**config.mk**
```make
export PLATFORM = sky130hd
export DESIGN_NAME = bam_seq_mul_ctrl_flat
export DESIGN_NICKNAME = d
export VERILOG_FILES = /design/src/rtl/bam_seq_mul_ctrl_pkg.sv /design/src/rtl/bam_seq_mul_ctrl_if.sv /design/src/rtl/bam_seq_mul_ctrl_row_gen.sv /design/src/rtl/bam_seq_mul_ctrl.sv /design/src/flat_wrapper.sv
export SDC_FILE = /design/constraint.sdc
export NUM_CORES = 1
export LEC_CHECK = 0
export CORE_MARGIN = 2
export CORE_UTILIZATION = 48
export DETAILED_ROUTE_END_ITERATION = 8
export PLACE_DENSITY = 0.71
export REMOVE_ABC_BUFFERS = 1
export SYNTH_ARGS = -nofsm -noshare
export SYNTH_HDL_FRONTEND = slang
export SYNTH_SLANG_ARGS = --single-unit
```
**constraint.sdc**
```tcl
create_clock -name clk -period 8.6 [get_ports clk]
set_input_delay 1.72 -clock clk [delete_from_list [all_inputs] [get_ports clk]]
set_output_delay 1.72 -clock clk [all_outputs]
set_load 0.03 [all_outputs]
```
**src/rtl/bam_seq_mul_ctrl_pkg.sv**
```systemverilog
`default_nettype none
// ============================================================================
// Module      : bam_seq_pkg
// Description : Shared types and helpers for the sequential broken-array
//               approximate multiplier controller: default operand width,
//               FSM state encoding, h/v field widths and the per-row keep mask.
// Revision    : 1.0 - initial release
// ============================================================================
package bam_seq_pkg;

    localparam int N_DEFAULT = 8;
    localparam int H_W       = $clog2(N_DEFAULT);
    localparam int V_W       = $clog2(2 * N_DEFAULT);

    typedef enum logic [1:0] {
        IDLE = 2'd0,
        RUN  = 2'd1,
        DONE = 2'd2
    } state_t;

    // Bit j of the mask is set when partial product a[j]&b[i] survives both
    // the horizontal break (row i >= h) and the vertical break (i+j >= v).
    function automatic logic [N_DEFAULT-1:0] row_mask(
        input logic [H_W-1:0] i,
        input logic [H_W-1:0] h,
        input logic [V_W-1:0] v,
        input logic           b_i
    );
        logic [N_DEFAULT-1:0] m;
        for (int j = 0; j < N_DEFAULT; j++) begin
            m[j] = b_i && (i >= h) && ((int'(i) + j) >= int'(v));
        end
        return m;
    endfunction

endpackage
`default_nettype wire

```
**src/rtl/bam_seq_mul_ctrl_if.sv**
```systemverilog
`default_nettype none
// ============================================================================
// Module      : bam_seq_mul_ctrl_if
// Description : Operand / result handshake bundle for bam_seq_mul_ctrl.
//               The slave modport is the multiplier, master is its
//               operand producer plus result consumer.
// Revision    : 1.0 - initial release
// ============================================================================
interface bam_seq_mul_ctrl_if #(
    parameter int N = 8
);
    localparam int H_W = $clog2(N);
    localparam int V_W = $clog2(2 * N);

    logic             in_valid;
    logic             in_ready;
    logic [N-1:0]     a;
    logic [N-1:0]     b;
    logic [H_W-1:0]   h;
    logic [V_W-1:0]   v;
    logic             out_valid;
    logic             out_ready;
    logic [2*N-1:0]   out;
    logic             busy;

    modport slave (
        input  in_valid, a, b, h, v, out_ready,
        output in_ready, out_valid, out, busy
    );

    modport master (
        output in_valid, a, b, h, v, out_ready,
        input  in_ready, out_valid, out, busy
    );

endinterface
`default_nettype wire

```
**src/rtl/bam_seq_mul_ctrl_row_gen.sv**
```systemverilog
`default_nettype none
// ============================================================================
// Module      : bam_seq_row_gen
// Description : Combinational partial-product row former. Produces
//               ((a & m_i) << i) as a 2N-bit vector, where m_i is the keep
//               mask for row i under break levels h and v.
// Revision    : 1.0 - initial release
// ============================================================================
module bam_seq_row_gen
    import bam_seq_pkg::*;
#(
    parameter int N = N_DEFAULT
) (
    input  wire logic [N-1:0]           a_i,
    input  wire logic                   b_i,
    input  wire logic [$clog2(N)-1:0]   i_i,
    input  wire logic [$clog2(N)-1:0]   h_i,
    input  wire logic [$clog2(2*N)-1:0] v_i,
    output      logic [2*N-1:0]         row_o
);

    logic [N-1:0] w_mask;

    // The package helper is sized for the default width; other widths use
    // an equivalent inline loop.
    generate
        if (N == N_DEFAULT) begin : g_pkg_mask
            assign w_mask = row_mask(i_i, h_i, v_i, b_i);
        end else begin : g_loop_mask
            // Keep bit j iff row is set, not horizontally broken, and on or
            // above the vertical break diagonal.
            always_comb begin
                w_mask = '0;
                for (int j = 0; j < N; j++) begin
                    w_mask[j] = b_i && (i_i >= h_i) && ((int'(i_i) + j) >= int'(v_i));
                end
            end
        end
    endgenerate

    assign row_o = {{N{1'b0}}, (a_i & w_mask)} << i_i;

endmodule
`default_nettype wire

```
**src/rtl/bam_seq_mul_ctrl.sv**
```systemverilog
`default_nettype none
// ============================================================================
// Module      : bam_seq_mul_ctrl
// Description : Sequential broken-array approximate unsigned multiplier.
//               Accumulates one partial-product row per cycle with runtime
//               horizontal (h) and vertical (v) break levels.
//               Optional macro BAM_SEQ_ROW_SKIP_EN: start RUN at row h so
//               broken rows cost no cycles (latency N-h instead of N).
// Revision    : 1.0 - initial release
// ============================================================================
module bam_seq_mul_ctrl
    import bam_seq_pkg::*;
#(
    parameter int N = N_DEFAULT
) (
    input  wire logic             clk,
    input  wire logic             rst_n,
    bam_seq_mul_ctrl_if.slave     bus
);

    localparam int H_W = $clog2(N);
    localparam int V_W = $clog2(2 * N);
    localparam logic [H_W-1:0] C_LAST_ROW = H_W'(N - 1);

    state_t           state_q, state_d;
    logic [N-1:0]     a_q, a_d;
    logic [N-1:0]     b_q, b_d;
    logic [H_W-1:0]   h_q, h_d;
    logic [V_W-1:0]   v_q, v_d;
    logic [H_W-1:0]   cnt_q, cnt_d;
    logic [2*N-1:0]   acc_q, acc_d;
    logic [2*N-1:0]   w_row;

    bam_seq_row_gen #(
        .N (N)
    ) u_row_gen (
        .a_i   (a_q),
        .b_i   (b_q[cnt_q]),
        .i_i   (cnt_q),
        .h_i   (h_q),
        .v_i   (v_q),
        .row_o (w_row)
    );

    // State, latched operands, row counter and accumulator registers.
    always_ff @(posedge clk or negedge rst_n) begin
        if (!rst_n) begin
            state_q <= IDLE;
            a_q     <= '0;
            b_q     <= '0;
            h_q     <= '0;
            v_q     <= '0;
            cnt_q   <= '0;
            acc_q   <= '0;
        end else begin
            state_q <= state_d;
            a_q     <= a_d;
            b_q     <= b_d;
            h_q     <= h_d;
            v_q     <= v_d;
            cnt_q   <= cnt_d;
            acc_q   <= acc_d;
        end
    end

    // Next-state and datapath update: accept in IDLE, one row per RUN cycle,
    // hold the result in DONE until the consumer takes it.
    always_comb begin
        state_d = state_q;
        a_d     = a_q;
        b_d     = b_q;
        h_d     = h_q;
        v_d     = v_q;
        cnt_d   = cnt_q;
        acc_d   = acc_q;
        unique case (state_q)
            IDLE: begin
                if (bus.in_valid) begin
                    a_d     = bus.a;
                    b_d     = bus.b;
                    h_d     = bus.h;
                    v_d     = bus.v;
                    acc_d   = '0;
`ifdef BAM_SEQ_ROW_SKIP_EN
                    cnt_d   = bus.h;
`else
                    cnt_d   = '0;
`endif
                    state_d = RUN;
                end
            end
            RUN: begin
                acc_d = acc_q + w_row;
                cnt_d = cnt_q + 1'b1;
                if (cnt_q == C_LAST_ROW) begin
                    state_d = DONE;
                end
            end
            DONE: begin
                if (bus.out_ready) begin
                    state_d = IDLE;
                end
            end
            default: state_d = IDLE;
        endcase
    end

    assign bus.in_ready  = (state_q == IDLE);
    assign bus.out_valid = (state_q == DONE);
    assign bus.busy      = (state_q != IDLE);
    assign bus.out       = acc_q;

endmodule
`default_nettype wire

```
**src/flat_wrapper.sv**
```systemverilog
// flat-port wrapper written by rule: the top's interface ports become plain ports
module bam_seq_mul_ctrl_flat import bam_seq_pkg::*;
#(
    parameter int N = N_DEFAULT
)
  (clk, rst_n, bus_in_valid, bus_a, bus_b, bus_h, bus_v, bus_out_ready, bus_in_ready, bus_out_valid, bus_out, bus_busy);
  bam_seq_mul_ctrl_if #(.N(N)) bus_i ();
  input  wire logic clk;
  input  wire logic rst_n;
  input wire logic [$bits(bus_i.in_valid)-1:0] bus_in_valid;
  input wire logic [$bits(bus_i.a)-1:0] bus_a;
  input wire logic [$bits(bus_i.b)-1:0] bus_b;
  input wire logic [$bits(bus_i.h)-1:0] bus_h;
  input wire logic [$bits(bus_i.v)-1:0] bus_v;
  input wire logic [$bits(bus_i.out_ready)-1:0] bus_out_ready;
  output wire logic [$bits(bus_i.in_ready)-1:0] bus_in_ready;
  output wire logic [$bits(bus_i.out_valid)-1:0] bus_out_valid;
  output wire logic [$bits(bus_i.out)-1:0] bus_out;
  output wire logic [$bits(bus_i.busy)-1:0] bus_busy;
  assign bus_i.in_valid = bus_in_valid;
  assign bus_i.a = bus_a;
  assign bus_i.b = bus_b;
  assign bus_i.h = bus_h;
  assign bus_i.v = bus_v;
  assign bus_i.out_ready = bus_out_ready;
  assign bus_in_ready = bus_i.in_ready;
  assign bus_out_valid = bus_i.out_valid;
  assign bus_out = bus_i.out;
  assign bus_busy = bus_i.busy;
  bam_seq_mul_ctrl #(.N(N)) u_core (.clk(clk), .rst_n(rst_n), .bus(bus_i));
endmodule
```
==> results of run 1 <==
==> cell usage in the layout, fill, tap and decap left out, types with 4 or more instances in the layout <==
| master | n |
|---|---|
| a211oi_1 | 6 |
| ha_1 | 48 |
| o21a_1 | 4 |
| nand2b_1 | 7 |
| a31oi_1 | 4 |
| nor2_1 | 22 |
| a21oi_1 | 13 |
| nor3_1 | 10 |
| nand2_1 | 25 |
| o21ai_0 | 27 |
| a21o_1 | 9 |
| xnor2_1 | 7 |
| inv_1 | 21 |
| mux2_2 | 25 |
| nand3_1 | 28 |
| mux2i_1 | 5 |
| nor2b_1 | 4 |
| dfrtp_1 | 44 |
| clkbuf_8 | 5 |
| o22ai_1 | 4 |
| clkdlybuf4s50_1 | 44 |
| xor2_1 | 6 |
==> metrics by stage <==
step | worst slack, ns | std cells | hold WS, ns | power (W)
3_5_place_dp | 3.699 | 509 | 0.4704 | 0.001468
6_report | 3.640 | 517 | 0.4846 | 0.001616
3_3_place_gp | 3.763 | 509 | 0.4609 | 0.001435
4_1_cts | 3.682 | 517 | 0.4925 | 0.001614
2_1_floorplan | 4.520 | 364 | 0.4709 | 0.001179
5_1_grt | 3.243 | 517 | 0.5259 | 0.001771
==> flip-flops by register name, indices dropped and copies added (netlist names) <==
| name | cells |
|---|---|
| u_core.bus.out | 16 |
| u_core.h_q | 3 |
| u_core.cnt_q | 3 |
| u_core.v_q | 4 |
| u_core.a_q | 8 |
| u_core.state_q | 2 |
| u_core.b_q | 8 |
==> worst max-delay path, delay by kind of cell, from the launching register on <==
family	cells	cell delay (ns)
AOI/OAI and AO/OA	8	1.94
xor gates and xnor gates	1	0.15
adders and majority gates	3	1.02
buffers and inverters	1	0.37
DFF	1	0.78
muxes	2	0.57
and+or+nand+nor	1	0.07
==> final timing paths <==
check	start	to	slack [ns]	depth (start not counted)
max	u_core.cnt_q[1]$_DFFE_PN0P_	u_core.bus.out[13]$_DFFE_PN0P_	3.64	16
min	u_core.bus.out[15]$_DFFE_PN0P_	u_core.bus.out[15]$_DFFE_PN0P_	0.48	1
max reg2reg	u_core.cnt_q[1]$_DFFE_PN0P_	u_core.bus.out[13]$_DFFE_PN0P_	3.64	16
min reg2reg	u_core.bus.out[15]$_DFFE_PN0P_	u_core.bus.out[15]$_DFFE_PN0P_	0.48	1
max in group asynchronous	rst_n	u_core.bus.out[0]$_DFFE_PN0P_	6.41	1
min in group asynchronous	rst_n	u_core.bus.out[11]$_DFFE_PN0P_	1.58	1
==> per-layer routing <==
metal	share of wire	track usage
met1	0.48	0.2833
met2	0.47	0.3384
met3	0.045	0.03521
met4	0.010	0.05000
met5	0	0
==> where the power goes <==
group / internal, W / leakage, nW / switching [W] / total (W)
clock network: 0.0000577 / 0.0404 / 0.0000813 / 0.000139
logic: 0.000468 / 1.26 / 0.000606 / 0.00107
registers: 0.000299 / 0.546 / 0.000104 / 0.000403
total: 0.000825 / 1.85 / 0.000791 / 0.00162
==> kinds of logic after synthesis <==
kind of cell | count (synthesis) | share of synthesized area
AO/OA/AOI/OAI | 92 | 0.1762
XOR/XNOR | 13 | 0.03219
adder cells (fa/ha/maj) | 49 | 0.1755
buffers and inverters | 37 | 0.04139
flip-flops | 44 | 0.3113
multiplexers | 32 | 0.1065
AND/OR/NAND/NOR | 112 | 0.1571
==> area by class of cell <==
| class | instances | area, sq um | area share |
|---|---|---|---|
| clock buffers | 5 | 68.82 | 0.01661 |
| clock inverters | 3 | 23.77 | 0.005738 |
| inverters | 22 | 82.58 | 0.01993 |
| multi-input cells | 298 | 2290 | 0.5527 |
| flip-flops and latches | 44 | 1101 | 0.2658 |
| well taps | 99 | 123.9 | 0.02990 |
| repair buffers | 46 | 452.9 | 0.1093 |
==> metrics.cfg, run 1 <==
[finish]
nFillCells = 620
nets = 493
utilization = 0.5773
syn_to_final_growth_pct = 17.12
drive_above_1_share = 0.1148
antennaDiodeCount = 0
fin_area_sq_um = 4143

[clock_tree]
path_clk_slew_ns = 0.10
hold_buffers = 0
htreeDepth = 2
cts.path.max_buffers = 2
cts_tree = built
root_buffer = clkbuf_8
post_cts_buffers = 0
clk_latency_ns = 0.31
cts_sinks = 44
cts_resized = 0
numCtsBuffers = 5

[worst_hold_path]
hold_class = flop to flop

[synth]
ys_seq_elements = 44
async_flop_share = 1.000
yosys_warnings = 0
synth_flop_cell = dfrtp_1
yosysTopAreaCell = dfrtp_1
yosysSeqAreaShare = 0.3113
yosysTopAreaCellShare = 0.3113
avgSynthCellArea_sq_um = 9.333
netlist_top_cells_count = ha_1, dfrtp_1, nand3_1
synth-edff-count = 0
netlist_area_sq_um = 3537
synth.most_common_cell = ha_1
synth_cell_types = 55
netlist_instances = 379
yosys-top-cells-area = dfrtp_1, ha_1, mux2_2

[floorplan]
die_h_um = 89.85
start_util = 0.4929
num_rows = 31
io_pins = 46
die_area_sq_um = 8072
core_area_sq_um = 7176
die_x_um = 89.85

[drt]
vias_per_cell = 5.617
route.vias.total = 2904
first_iter_violations = 252
dr.pass1.iters = 4
totalWireLength_um = 7809
ant_nets = 0
wire_per_inst_um = 15.10
drc = 0

[run]
cap_viol_max_count = 0

[worst_setup_path]
cpMostUsedCell = ha_1
critPathMaxFanout = 22
cp_slowest_cell = dfrtp_1
setup.worst_path.end_class = flop
crit_required_ns = 8.85
crit_path_max_incr_delay_ns = 0.78
cp_cell_sequence = inv_1, ha_1, xnor2_1, ha_1, a21o_1, a31oi_1, o21ai_0, mux2i_1, o22ai_1, mux2_2, ha_1, a2111o_1, o2111ai_1, o21ai_1, a31o_2, nand3_1
path_class = flop to flop
cp.arrival_ns = 5.21
start_kind = flop

[timing]
worst_pin_slew_ns = 1.192
rsz0062_at_grt = false
max_freq_ghz = 0.2016
setup_viol_count_final = 0
setup_tns_ns = 0
slew_violations = 0
timing.final.crit_share = 0.5768
hold_viol = 0
finClkSkew_ns = 0.01217
finalCriticalPeriod_ns = 4.960
slew-limit-headroom = 0.2052

[run_status]
run_status = completed

[placed_design]
place_hpwl_um = 5753
port_buffers = 45
placed_area_sq_um = 4050
gp_routability_congestion = 0.9628

[global_routing]
overflow = 0
grt_pass1_vias = 2919
grt_max_degree = 45
track_usage = 0.2054
antenna_found_initial = 0
grt_pass1_wl_um = 13880

[pwr]
leakagePower_nw = 1.846
powerDensity_nw_per_um2 = 390.1
vdd.ir_drop.worst_mv = 0.2599

Note: power is estimated with default switching activity, not from simulation.
==> run 2, diff against run 1 <==
==> constraint.sdc (replaced) <==
create_clock -name clk -period 4.6 [get_ports clk]
set_input_delay 0.92 -clock clk [delete_from_list [all_inputs] [get_ports clk]]
set_output_delay 0.92 -clock clk [all_outputs]
set_load 0.03 [all_outputs]
==> metrics.cfg, run 2 (same netlist as run 1, synthesis figures left out) <==
[placed_design]
port_buffers = 45
gp_routability_congestion = 0.8871
place_hpwl_um = 5820

[finish]
final_common_cell = ha_1
antennaDiodeCount = 0
nets = 499
regArea_sq_um = 1101
largest_reg_flops = 16
final_cell_mix = ha_1, clkdlybuf4s50_1, dfrtp_1, nand3_1, o21ai_0
drive_above_1_share = 0.1297
multi_input_area_sq_um = 2293
nFillCells = 633
syn_to_final_growth_pct = 18.57

[drt]
totalWireLength_um = 7787
ant_nets = 0
vias_per_cell = 5.623
dr.pass1.iters = 4
drc = 0
first_iter_violations = 141
wire_per_inst_um = 14.89
route.vias.total = 2941

[worst_setup_path]
critPathBufInv = 0
cp.arrival_ns = 4.35
cpMostUsedCell = ha_1
cp_cell_sequence = ha_1, ha_1, ha_1, a21o_1, a31oi_1, o21ai_0, mux2i_2, mux2i_1, a32o_1, ha_1, a21o_1, or4_1, o22ai_1, o21bai_1, xnor2_1, o21ai_1
critPathMaxFanout = 8
setup.worst_path.end_class = flop
crit_family = compound AO/OA/AOI/OAI gates
path_class = flop to flop
crit_path_max_incr_delay_ns = 0.48
start_kind = flop
crit_required_ns = 4.76
cp_slowest_cell = dfrtp_1

[run]
cap_viol_max_count = 0

[floorplan]
die_area_sq_um = 8072
start_util = 0.4929
core_area_sq_um = 7176
io_pins = 46
num_rows = 31
die_x_um = 89.85
die_h_um = 89.85

[timing]
slew-limit-headroom = 0.2185
hold_viol = 0
finClkSkew_ns = 0.006575
rsz0062_at_grt = false
finalCriticalPeriod_ns = 4.189
max_freq_ghz = 0.2387
worst_pin_slew_ns = 1.172
setup_tns_ns = 0
slew_violations = 0
setup_viol_count_final = 0
timing.final.crit_share = 0.9106

[pwr]
seqPwrFrac = 0.227
swShare = 0.4809
power_frac_clock = 0.087
finalPower_w = 0.003048
vdd.ir_drop.worst_mv = 0.4660
power.internal_w = 0.001582
powerDensity_nw_per_um2 = 726.8
pwr-share-comb = 0.685
switchingPower_w = 0.001466
leakagePower_nw = 1.881

[clock_tree]
root_buffer = clkbuf_8
hold_buffers = 0
cts_tree = built
cts_sinks = 44
path_clk_slew_ns = 0.10
numCtsBuffers = 5
htreeDepth = 2
cts.path.max_buffers = 2
clk_latency_ns = 0.31

[worst_hold_path]
hold_class = flop to flop

[global_routing]
antenna_found_initial = 0
overflow = 0
use_met3 = 0.03437
grt_pass1_wl_um = 13660
grt_pass1_vias = 2884
track_usage = 0.2024
grt_use_met2 = 0.3264
use_met1 = 0.2788
top_usage_layer = met2
grt_max_degree = 45

[run_status]
run_status = completed

[run 2: cell types whose count changed in the layout (fill, tap and decap cells not counted), sizes merged]
cell | before | now
buf | 2 | 8
clkinvlp | 2 | 0
inv | 22 | 24
[run 2: per-stage QoR]
stage	std cells	setup slack [ns]	cell area (sq um)	util	hold slack, ns
finish	523	0.4111	4194	0.5845	0.4848
detailed placement	515	0.4262	4095	0.5707	0.4704
global placement	515	0.5104	4095	0.5707	0.4590
CTS	523	0.3947	4190	0.5840	0.4895
global route	523	0.03993	4194	0.5845	0.5251
floorplan	364	0.5199	3473	-	0.4709
[run 2: worst paths after layout]
| check | slack (ns) | cells past startpoint | to | start |
|---|---|---|---|---|
| max | 0.41 | 16 | u_core.bus.out[12]$_DFFE_PN0P_ | u_core.cnt_q[0]$_DFFE_PN0P_ |
| min | 0.48 | 1 | u_core.bus.out[15]$_DFFE_PN0P_ | u_core.bus.out[15]$_DFFE_PN0P_ |
| max reg2reg | 0.41 | 16 | u_core.bus.out[12]$_DFFE_PN0P_ | u_core.cnt_q[0]$_DFFE_PN0P_ |
| min reg2reg | 0.48 | 1 | u_core.bus.out[15]$_DFFE_PN0P_ | u_core.bus.out[15]$_DFFE_PN0P_ |
| max in group asynchronous | 3.20 | 1 | u_core.bus.out[0]$_DFFE_PN0P_ | rst_n |
| min in group asynchronous | 0.78 | 1 | u_core.b_q[4]$_DFFE_PN0P_ | rst_n |
[run 2: worst register-to-register path, stage by stage (launching register included)]
cell and delay [ns]:
dfrtp_1 0.48, ha_1 0.24, ha_1 0.31, ha_1 0.30, a21o_1 0.18, a31oi_1 0.14
o21ai_0 0.18, mux2i_2 0.27, mux2i_1 0.14, a32o_1 0.25, ha_1 0.30, a21o_1 0.20
or4_1 0.40, o22ai_1 0.27, o21bai_1 0.14, xnor2_1 0.15, o21ai_1 0.07
[run 2: repair_timing]
action                     in CTS  in global routing
setup buffers                   0                  0
setup endpoints to repair       0                  2
gates resized for setup         0                  1
[run 2: area by class of cell]
cell class,count,share of cell area
multi-input combinational,298,0.5468
sequential,44,0.2625
timing repair buffer,52,0.1187
tap,99,0.02953
inverter,22,0.01969
clock buffer,5,0.01641
clock inverter,3,0.006265
[run 2: power groups by stage]
stage	registers [W]	logic (W)	clock network [W]
after floorplan	0.000790	0.00142	0
after global placement	0.000693	0.00202	0
after detailed placement	0.000702	0.00207	0
after CTS	0.000693	0.00208	0.000276
after global routing	0.000719	0.00232	0.000293
final	0.000693	0.00209	0.000266
[run 2: routing by layer]
metal | part of all wire | vias up
met4 | 0.021 | 0
met1 | 0.48 | 1381
met3 | 0.047 | 13
li1 | - | 1467
met5 | 0 | -
met2 | 0.45 | 80
